<file path="config.mk">
export PLATFORM = sky130hd
export DESIGN_NAME = eth_pause_sideband_gen
export DESIGN_NICKNAME = d
export VERILOG_FILES = /design/src/rtl/ofs_fim_eth_plat_if_pkg.sv /design/src/rtl/eth_pause_sideband_gen.sv
export SDC_FILE = /design/constraint.sdc
export NUM_CORES = 1
export LEC_CHECK = 0
export CAP_MARGIN = 5
export CORE_MARGIN = 4
export CORE_UTILIZATION = 46
export DETAILED_ROUTE_END_ITERATION = 16
export PLACE_DENSITY = 0.76
export SYNTH_ARGS = -nofsm -noshare
export SYNTH_HDL_FRONTEND = slang
export SYNTH_SLANG_ARGS = --single-unit
</file>
<file path="constraint.sdc">
create_clock -name clk -period 2.13 [get_ports clk]
set_input_delay 0.639 -clock clk [delete_from_list [all_inputs] [get_ports clk]]
set_output_delay 0.639 -clock clk [all_outputs]
set_load 0.1 [all_outputs]
</file>
<file path="src/rtl/ofs_fim_eth_plat_if_pkg.sv">
// Shared Ethernet platform types: MAC sideband struct, PFC priority count
// and the pause-generator state encoding.
package ofs_fim_eth_plat_if_pkg;

    localparam int ETH_PFC_PRIO = 8;

    typedef struct packed {
        logic                    pause_xoff;
        logic                    pause_xon;
        logic [ETH_PFC_PRIO-1:0] pfc_xoff;
    } t_eth_sideband_to_mac;

    typedef enum logic {
        PAUSE_IDLE,
        PAUSE_ACTIVE
    } t_eth_pause_state;

endpackage

</file>
<file path="src/rtl/eth_pause_sideband_gen.sv">
// Per-channel 802.3x XOFF/XON generator with hysteresis and periodic XOFF
// refresh, plus registered PFC pass-through onto the MAC sideband.
module eth_pause_sideband_gen
    import ofs_fim_eth_plat_if_pkg::*;
#(
    parameter int FILL_W         = 12,
    parameter int XOFF_THRESH    = 768,
    parameter int XON_THRESH     = 256,
    parameter int REFRESH_W      = 16,
    parameter int REFRESH_CYCLES = 4096
) (
    input  logic                    clk,
    input  logic                    rst,
    input  logic                    cfg_pause_en,
    input  logic                    cfg_pfc_en,
    input  logic [FILL_W-1:0]       fill_level,
    input  logic                    fill_valid,
    input  logic [ETH_PFC_PRIO-1:0] pfc_req,
    output t_eth_sideband_to_mac    sb_to_mac,
    output logic                    paused,
    output logic [15:0]             xoff_events
);

    if (!(XON_THRESH < XOFF_THRESH) || ((XOFF_THRESH >> FILL_W) != 0) ||
        (REFRESH_CYCLES < 2) || (((REFRESH_CYCLES - 1) >> REFRESH_W) != 0)) begin : g_bad_params
        $error("eth_pause_sideband_gen: illegal threshold/refresh parameters");
    end

    localparam logic [FILL_W-1:0]    XOFF_LVL = FILL_W'(XOFF_THRESH);
    localparam logic [FILL_W-1:0]    XON_LVL  = FILL_W'(XON_THRESH);
    localparam logic [REFRESH_W-1:0] RELOAD   = REFRESH_W'(REFRESH_CYCLES - 1);

    t_eth_pause_state     r_state;
    t_eth_pause_state     w_next_state;
    logic [FILL_W-1:0]    r_fill_q;
    logic [REFRESH_W-1:0] r_timer;
    logic [REFRESH_W-1:0] w_timer_next;
    logic                 w_xoff;
    logic                 w_xon;
    t_eth_sideband_to_mac r_sb;
    logic                 r_paused;
    logic [15:0]          r_xoff_events;

    always_comb begin
        // NOTE: every always_comb output gets a default first so no path infers a latch.
        w_next_state = r_state;
        w_timer_next = r_timer;
        w_xoff       = 1'b0;
        w_xon        = 1'b0;
        case (r_state)
            PAUSE_IDLE: begin
                if (cfg_pause_en && (r_fill_q >= XOFF_LVL)) begin
                    w_next_state = PAUSE_ACTIVE;
                    w_xoff       = 1'b1;
                    w_timer_next = RELOAD;
                end
            end
            PAUSE_ACTIVE: begin
                // Disabling pause takes priority so the link partner is always released.
                if (!cfg_pause_en || (r_fill_q <= XON_LVL)) begin
                    w_next_state = PAUSE_IDLE;
                    w_xon        = 1'b1;
                    w_timer_next = '0;
                end else if (r_timer == '0) begin
                    w_xoff       = 1'b1;
                    w_timer_next = RELOAD;
                end else begin
                    w_timer_next = r_timer - 1'b1;
                end
            end
            default: w_next_state = PAUSE_IDLE;
        endcase
    end

    always_ff @(posedge clk) begin
        // NOTE: reset is synchronous; a reset while paused just zeroes the outputs, no XON.
        if (rst) begin
            r_state       <= PAUSE_IDLE;
            r_fill_q      <= '0;
            r_timer       <= '0;
            r_sb          <= '0;
            r_paused      <= 1'b0;
            r_xoff_events <= '0;
        end else begin
            if (fill_valid) begin
                r_fill_q <= fill_level;
            end
            r_state         <= w_next_state;
            r_timer         <= w_timer_next;
            r_paused        <= (w_next_state == PAUSE_ACTIVE);
            r_sb.pause_xoff <= w_xoff;
            r_sb.pause_xon  <= w_xon;
            r_sb.pfc_xoff   <= pfc_req & {ETH_PFC_PRIO{cfg_pfc_en}};
            if (w_xoff && (r_xoff_events != 16'hFFFF)) begin
                r_xoff_events <= r_xoff_events + 1'b1;
            end
        end
    end

    assign sb_to_mac   = r_sb;
    assign paused      = r_paused;
    assign xoff_events = r_xoff_events;

endmodule

</file>
# == Yosys cells after proc, flatten, opt, wreduce, memory -nomap -nowiden ==
# Cells that the tools add are included.
# word_totals
output_inout_bits,27
reg_bits,55
in_bits,25
elab_cells,32
# classes
n_bitwise,2
n_eq_ne,2
n_addsub,2
magnitude_cmp,2
n_reduce_logical,6
mux,11
# ops
operator,n
$mux 16,3
$pmux 16 s2,1
$add 16x1->16 const B,1
$logic_not 16->1,1
$ne 16x16->1 const B,1
$sub 16x1->16 const B,1
$ge 12x10->1 const B,1
$le 12x9->1 const B,1
$and 8x8->8,1
$mux 1,5
$pmux 1 s2,2
$logic_and 1x1->1,2
$ne 2x2->1 const B,1
$reduce_or 2->1,1
$logic_not 1->1,1
$logic_or 1x1->1,1
$not 1->1,1

# == Longest topological paths before layout ==
# Gate-level depths: netlist of the first run.
# depth
depth_word,5
depth_mapped,9
mapped_depth_nobuf,8

# == Worst setup path after synthesis of the first run ==
# No wires, ideal clock.
# synth_timing
kind,flip-flop to flip-flop
startpoint,register r_xoff_events[0] (netlist: xoff_events[0])
endpoint,register r_xoff_events[10] (netlist: xoff_events[10])
path_buffers,0
setup_slack_ns,-0.637
setup_ns,0.123
path_stages_with_launch,8
required_time_ns,2.007
arrival_ns,2.644
cell_sequence,dfxtp_1 > ha_1 > and3_1 > nand2b_1 > nor3_1 > a21oi_1 > and3b_1 > mux2_1
# synth_via
elab_chain_len,2
# synth_lines
element,line,text
"start, declared",eth_pause_sideband_gen.sv:42,logic [15:0] r_xoff_events;
"start signal, assigned",eth_pause_sideband_gen.sv:95,r_xoff_events <= r_xoff_events + 1'b1;
branches (longest 2 deep; another with $add 16x1->16),-,
# Several ways; the timed one is not identified.
# A chain may end at the register's enable or synchronous reset.

# == Final worst setup path of the first run ==
# layout_timing
startpoint,register r_timer[1]
endpoint,register r_xoff_events[9] (netlist: xoff_events[9])
# layout_via
elab_chain_len,5
# layout_lines
element,line,text
"start, declared",eth_pause_sideband_gen.sv:36,logic [REFRESH_W-1:0] r_timer;
"start signal, assigned",eth_pause_sideband_gen.sv:89,r_timer <= w_timer_next;
$logic_not 16->1,eth_pause_sideband_gen.sv:64,end else if (r_timer == '0) begin
$mux 1,eth_pause_sideband_gen.sv:64,
$mux 1,eth_pause_sideband_gen.sv:60,if (!cfg_pause_en || (r_fill_q <= XON_LVL)) begin
$pmux 1 s2,eth_pause_sideband_gen.sv:50,case (r_state)
$logic_and 1x1->1,eth_pause_sideband_gen.sv:94,if (w_xoff && (r_xoff_events != 16'hFFFF)) begin
# No other way between the ends.

==> flow_summary_export.csv, run 1 <==
group,metric,value,unit
outcome,status,"finished, violations left",
outcome,violations,"negative setup slack",
drt,top_layer,"met4",
yosys,synth.area.top_cells,"dfxtp_1 43%, nor2_1 6.9%, mux2i_1 5.1%, a21oi_1 3.7%, nand2_1 2.1%",
job,maxCapViolCount,0,
clock_tree,cts_num_sinks,55,
yosys,syn_area_per_cell,9.00,µm²
drt,wirelength,6.35,mm
placement,port_buffers,51,
critical_path,worst-endpoint-arrival,2.35,ns
placement,place_congestion,0.900,
critical_path,worstReg2RegStart,"r_timer[1]$_SDFFE_PP0P_",
yosys,ys_ff_latch,55,
clock_tree,clock_latency,0.32,ns
critical_path,path_class,"reg2reg",
yosys,synth.largest_area_cell,"dfxtp_1",
critical_path,crit_slowest_cell,"dfxtp_2",
timing,hold_viol,0,
clock_tree,h-tree-depth,2,
timing,setup_viol,1,
clock_tree,clk_path_buf_depth,2,
final_layout,areaGrowthSynthToFinish,47.7,%
power_and_ir_drop,power,2.29,mW
yosys,yosysSeqAreaShare,0.434,
yosys,synth_top_cell_area_share,0.434,
yosys,synth_most_common_cell,"dfxtp_1",
timing,period_share,1.01,
critical_path,crit_end,"xoff_events[9]$_SDFFE_PP0P_",
timing,setup_slack,-0.0112,ns
yosys,syn-num-nets,309,
floorplanning,die_area,0.00677,mm²
global_route,track_usage,0.199,
timing,max_freq,467,MHz
timing,post-route-min-period,2.14,ns
clock_tree,clk_pin_slew,0.11,ns
critical_path,crit_chain,"inv_2 -> ha_4 -> nor3b_4 -> and4b_4 -> o211ai_4 -> a2111oi_4 -> buf_4 -> nand3_2 -> mux2_4",
critical_path,critPathMaxFanout,3,
yosys,synth-edff-count,0,
final_layout,n_antenna_cell,0,
drt,dr.pass1.iters,4,
drt,met3_length,374,µm
floorplanning,die_w,82.3,µm
floorplanning,core-area,0.00524,mm²
critical_path,rrSetupSlack,-0.01,ns
critical_path,r2r_cells,9,
clock_tree,cts-root-buf,"clkbuf_8",
critical_path,startpoint,"r_timer[1]$_SDFFE_PP0P_",
timing,grt_setup_unrepaired,"true",
power_and_ir_drop,vdd_drop_max,0.382,mV
critical_path,end_kind,"flop",
drt,antenna_left,0,
floorplanning,rows,26,
timing,fin_worst_skew,0.0178,ns
drt,via_count,2417,
yosys,synthFlopType,"dfxtp_1",
yosys,synthArstFlopShare,0,
clock_tree,cts_tree,"yes",
placement,dp_hpwl,4.62,mm
timing,max_slew_margin,0.758,
drt,routedWlPerCell,14.5,µm
power_and_ir_drop,leakagePower,1.55,nW
yosys,ys.warnings.count,0,
critical_path,worstPathRequired,2.34,ns
drt,drtIter0Drc,128,
timing,worst_pin_slew,0.360,ns
power_and_ir_drop,power_density,611,mW/mm²
placement,placed_area,0.00355,mm²
timing,slew_violations,0,
yosys,yosysUniqueCellTypes,52,
floorplanning,io-pin-count,52,
final_layout,fillers,370,
global_route,antenna_found_initial,0,
critical_path,startpoint_type,"flop",
clock_tree,postCtsHoldBufs,0,
yosys,synth_area,0.00254,mm²
critical_path,slowest_delay,0.34,ns
global_route,grt_pass1_wl,10.6,mm
yosys,synthCells,282,
worst_hold_path,hold_class,"reg2reg",
drt,wl_met1,2.60,mm
final_layout,fin_area,0.00375,mm²
drt,route.met2.wl,3.28,mm
global_route,grt_start_max_net_pins,34,
yosys,synthTopCellsByCount,"55 x dfxtp_1, 47 x nor2_1, 19 x a21oi_1, 14 x nand2_1, 13 x mux2i_1",
clock_tree,cts_buffers,5,
critical_path,r2r_end,"xoff_events[9]$_SDFFE_PP0P_",
global_route,overflow,0,
global_route,grt_pass1_vias,2330,
final_layout,nNetsFinal,394,
floorplanning,die_h,82.3,µm
drt,viasPerCell,5.52,
drt,post-route-drc-count,0,
floorplanning,start_util,0.485,
final_layout,drive_above_1_share,0.323,
flip-flops by register name, summed over array words and instances, names as in the netlist:
register / cells
paused: 1
r_fill_q: 12
r_timer: 16
sb_to_mac: 10
xoff_events: 16
worst max-delay path, delay by kind of cell (launching register included):
family                   cells  cell delay [ns]
buffers and inverters        2             0.26
flip-flops                   1             0.34
adder cells (fa/ha/maj)      1             0.13
multiplexers                 1             0.29
AO/OA/AOI/OAI                2             0.45
AND/OR/NAND/NOR              3             0.56
report_power, final:
group	internal [mW]	switching (mW)
combinational	0.266	0.314
sequential	1.07	0.0471
clock	0.236	0.360
cell type report:
class	count	area, µm²	share of cell area
sequential	55	1150	0.306
timing repair buffer	87	945	0.252
tap	70	87.6	0.0234
clock inverter	3	22.5	0.00601
inverter	7	26.3	0.00701
multi-input combinational	211	1450	0.387
clock buffer	5	68.8	0.0184
routing by layer:
layer / GRT usage / vias up
li1: - / 1193
met1: 0.230 / 1149
met5: 0 / -
met2: 0.350 / 63
met4: 0.0664 / 0
met3: 0.0553 / 12
stage by stage:
step           hold WS (ns)  setup WS [ns]  TNS, ns  utilization  std cells
6_report              0.526        -0.0112  -0.0112        0.716        438
5_1_grt               0.548         -0.110   -0.297        0.716        438
4_1_cts               0.514        -0.0458  -0.0837        0.706        437
3_5_place_dp          0.489         -0.536    -7.26        0.677        424
3_3_place_gp          0.472         -0.458    -6.18        0.677        424
2_1_floorplan         0.461        -0.0108  -0.0108            -        282
how the worst min path moves through the flow:
stage	to	cells past startpoint	slack, ns	startpoint
after floorplan	r_fill_q[0]$_SDFFE_PP0P_	2	0.46	r_fill_q[0]$_SDFFE_PP0P_
after global placement	r_timer[0]$_SDFFE_PP0P_	2	0.47	r_timer[0]$_SDFFE_PP0P_
after detailed placement	r_fill_q[2]$_SDFFE_PP0P_	2	0.49	r_fill_q[2]$_SDFFE_PP0P_
after CTS	r_fill_q[2]$_SDFFE_PP0P_	2	0.51	r_fill_q[2]$_SDFFE_PP0P_
after global routing	r_timer[11]$_SDFFE_PP0P_	2	0.55	r_timer[11]$_SDFFE_PP0P_
final	r_fill_q[7]$_SDFFE_PP0P_	2	0.53	r_fill_q[7]$_SDFFE_PP0P_
placed cells by master (no fill, tap or decap), types with 5 or more instances in the layout:
| cell type | count |
|---|---|
| a211oi_1 | 5 |
| a21oi_1 | 17 |
| and2_1 | 8 |
| buf_12 | 18 |
| buf_4 | 43 |
| clkbuf_8 | 5 |
| clkdlybuf4s50_1 | 23 |
| dfxtp_1 | 36 |
| dfxtp_2 | 10 |
| dfxtp_4 | 9 |
| inv_1 | 5 |
| mux2i_1 | 13 |
| nand2_1 | 14 |
| nand2b_1 | 6 |
| nand3_1 | 8 |
| nand4_1 | 5 |
| nor2_1 | 47 |
| nor2b_1 | 7 |
| o21ai_0 | 9 |
cells by family (layout without fill, tap and decap cells):
family	count (synthesis)	count (layout)	share of synthesized area
adder cells (fa/ha/maj)	2	2	0.00986
multiplexers	18	18	0.0734
AO/OA/AOI/OAI	63	63	0.177
AND/OR/NAND/NOR	123	123	0.264
XOR/XNOR	5	5	0.0172
flip-flops	55	55	0.434
buffers and inverters	16	102	0.0242
timing repair:
item,4_1_cts,5_1_grt
endpoints found under the setup margin,15,18
buffers inserted,5,1
pin swaps,5,8
gates resized for setup,6,9
Power figures use the tool's default switching activity.
==> inputs of run 2 (changes only) <==
- RECOVER_POWER: default -> 25
==> run 2 against run 1 <==
Net effect: register-to-register slack is essentially flat; fmax is essentially flat; critical path type unchanged; routed wire length is essentially flat; combinational power is essentially flat; the run still ends with negative setup slack left; power shrank 0.16%; worst setup slack gained 0.00070 ns; critical endpoint unchanged.
==> flow_summary_export.csv, run 2 (same netlist as run 1, synthesis figures left out) <==
group,metric,value,unit
final_layout,drive_above_1_share,0.318,
global_route,antenna_found_initial,0,
clock_tree,cts-root-buf,"clkbuf_8",
drt,dr.pass1.iters,4,
critical_path,worst_path_dominant_cell_family,"simple AND/OR/NAND/NOR gates",
placement,place_congestion,0.900,
global_route,grt_start_max_net_pins,34,
timing,fin_worst_skew,0.0158,ns
timing,post-route-min-period,2.14,ns
clock_tree,clk_pin_slew,0.11,ns
timing,max_slew_margin,0.438,
critical_path,crit_slowest_cell,"dfxtp_2",
final_layout,final_common_cell,"nor2_1",
timing,tns,-0.0105,ns
clock_tree,cts_tree,"yes",
final_layout,fillers,383,
floorplanning,die_w,82.3,µm
final_layout,areaGrowthSynthToFinish,43.9,%
placement,placed_area,0.00355,mm²
power_and_ir_drop,p_switching,720,µW
floorplanning,io-pin-count,52,
timing,setup_slack,-0.0105,ns
global_route,overflow,0,
timing,hold_viol,0,
timing,slew_violations,0,
drt,via_count,2408,
critical_path,worstPathRequired,2.34,ns
critical_path,slowest_delay,0.34,ns
outcome,status,"finished, violations left",
global_route,grt_pass1_wl,10.6,mm
placement,port_buffers,51,
critical_path,worst-endpoint-arrival,2.35,ns
drt,wl_met1,2.59,mm
power_and_ir_drop,vdd_drop_max,0.382,mV
floorplanning,die_area,0.00677,mm²
power_and_ir_drop,sw_frac_of_total,0.315,
critical_path,critPathMaxFanout,3,
power_and_ir_drop,seqPwrFrac,0.487,
drt,viasPerCell,5.50,
floorplanning,die_h,82.3,µm
timing,period_share,1.00,
timing,setup_viol,1,
global_route,track_usage,0.199,
power_and_ir_drop,internal_power,1.57,mW
drt,post-route-drc-count,0,
power_and_ir_drop,leakagePower,1.52,nW
drt,antenna_left,0,
drt,routedWlPerCell,14.5,µm
critical_path,crit_buf_inv,2,
clock_tree,clk_path_buf_depth,2,
drt,route.met2.wl,3.28,mm
worst_hold_path,hold_class,"reg2reg",
critical_path,crit_chain,"inv_2 -> ha_4 -> nor3b_4 -> and4b_4 -> o211ai_4 -> a2111oi_4 -> buf_4 -> nand3_2 -> mux2_4",
floorplanning,rows,26,
final_layout,most-common-layout-cells,"47 x nor2_1, 41 x buf_4, 36 x dfxtp_1, 22 x clkdlybuf4s50_1, 17 x a21oi_1",
clock_tree,cts_num_sinks,55,
critical_path,end_kind,"flop",
critical_path,startpoint_type,"flop",
drt,wirelength,6.34,mm
final_layout,fin_area,0.00365,mm²
global_route,grt_pass1_vias,2330,
timing,worst_pin_slew,0.843,ns
placement,dp_hpwl,4.62,mm
floorplanning,core-area,0.00524,mm²
timing,grt_setup_unrepaired,"true",
critical_path,path_class,"reg2reg",
final_layout,nNetsFinal,394,
drt,met3_length,386,µm
clock_tree,h-tree-depth,2,
outcome,violations,"negative setup slack",
floorplanning,start_util,0.485,
power_and_ir_drop,share_comb_of_total_power,0.253,
job,maxCapViolCount,0,
power_and_ir_drop,power_density,626,mW/mm²
clock_tree,cts_buffers,5,
power_and_ir_drop,clkPwrFrac,0.260,
timing,max_freq,467,MHz
drt,drtIter0Drc,127,
clock_tree,clock_latency,0.32,ns
final_layout,n_antenna_cell,0,
drt,top_layer,"met4",
==> run 2: tightest hold or removal path: stages, from the launching register on <==
cell and delay, ns:
dfxtp_1 0.35, mux2i_1 0.07, nor2_1 0.07
==> run 2: per-stage QoR <==
stage                util  power, mW  setup slack (ns)  cells  hold slack, ns
floorplan               -       1.46           -0.0108    282           0.461
global placement    0.677       1.67            -0.458    424           0.472
detailed placement  0.677       1.69            -0.536    424           0.489
CTS                 0.706       2.28           -0.0458    437           0.514
global route        0.697       2.40            -0.110    438           0.548
finish              0.697       2.29           -0.0105    438           0.527
==> run 2: worst paths after layout <==
kind | startpoint | to | slack [ns] | cells after the start
worst max-delay path | r_timer[1]$_SDFFE_PP0P_ | xoff_events[9]$_SDFFE_PP0P_ | -0.01 | 9
worst min-delay path | r_fill_q[7]$_SDFFE_PP0P_ | r_fill_q[7]$_SDFFE_PP0P_ | 0.53 | 2
worst max register to register | r_timer[1]$_SDFFE_PP0P_ | xoff_events[9]$_SDFFE_PP0P_ | -0.01 | 9
worst min register to register | r_fill_q[7]$_SDFFE_PP0P_ | r_fill_q[7]$_SDFFE_PP0P_ | 0.53 | 2
==> run 2: power by group through the flow <==
stage / clock network [mW] / registers, mW / logic (mW)
2_1_floorplan: 0 / 1.21 / 0.254
3_3_place_gp: 0 / 1.13 / 0.538
3_5_place_dp: 0 / 1.14 / 0.550
4_1_cts: 0.604 / 1.11 / 0.562
5_1_grt: 0.647 / 1.12 / 0.628
6_report: 0.595 / 1.11 / 0.578
==> run 2: timing repair <==
action,in CTS,in global routing
gates resized for setup,6,9
hold buffers,0,0
setup buffers,5,1
pin swaps,5,8
setup endpoints to repair,15,18
==> run 2: layout make-up <==
type                       count  area (µm²)  share of cell area
timing repair buffer          87         847               0.232
sequential                    55        1150               0.314
clock inverter                 3        22.5             0.00617
tap                           70        87.6              0.0240
multi-input combinational    211        1450               0.398
clock buffer                   5        68.8              0.0188
inverter                       7        26.3             0.00719
==> run 2: per-layer routing <==
metal  GRT usage  vias to the layer above
met5           0                        -
met4      0.0664                        0
met3      0.0553                       10
met2       0.350                       63
met1       0.230                     1145
li1            -                     1190
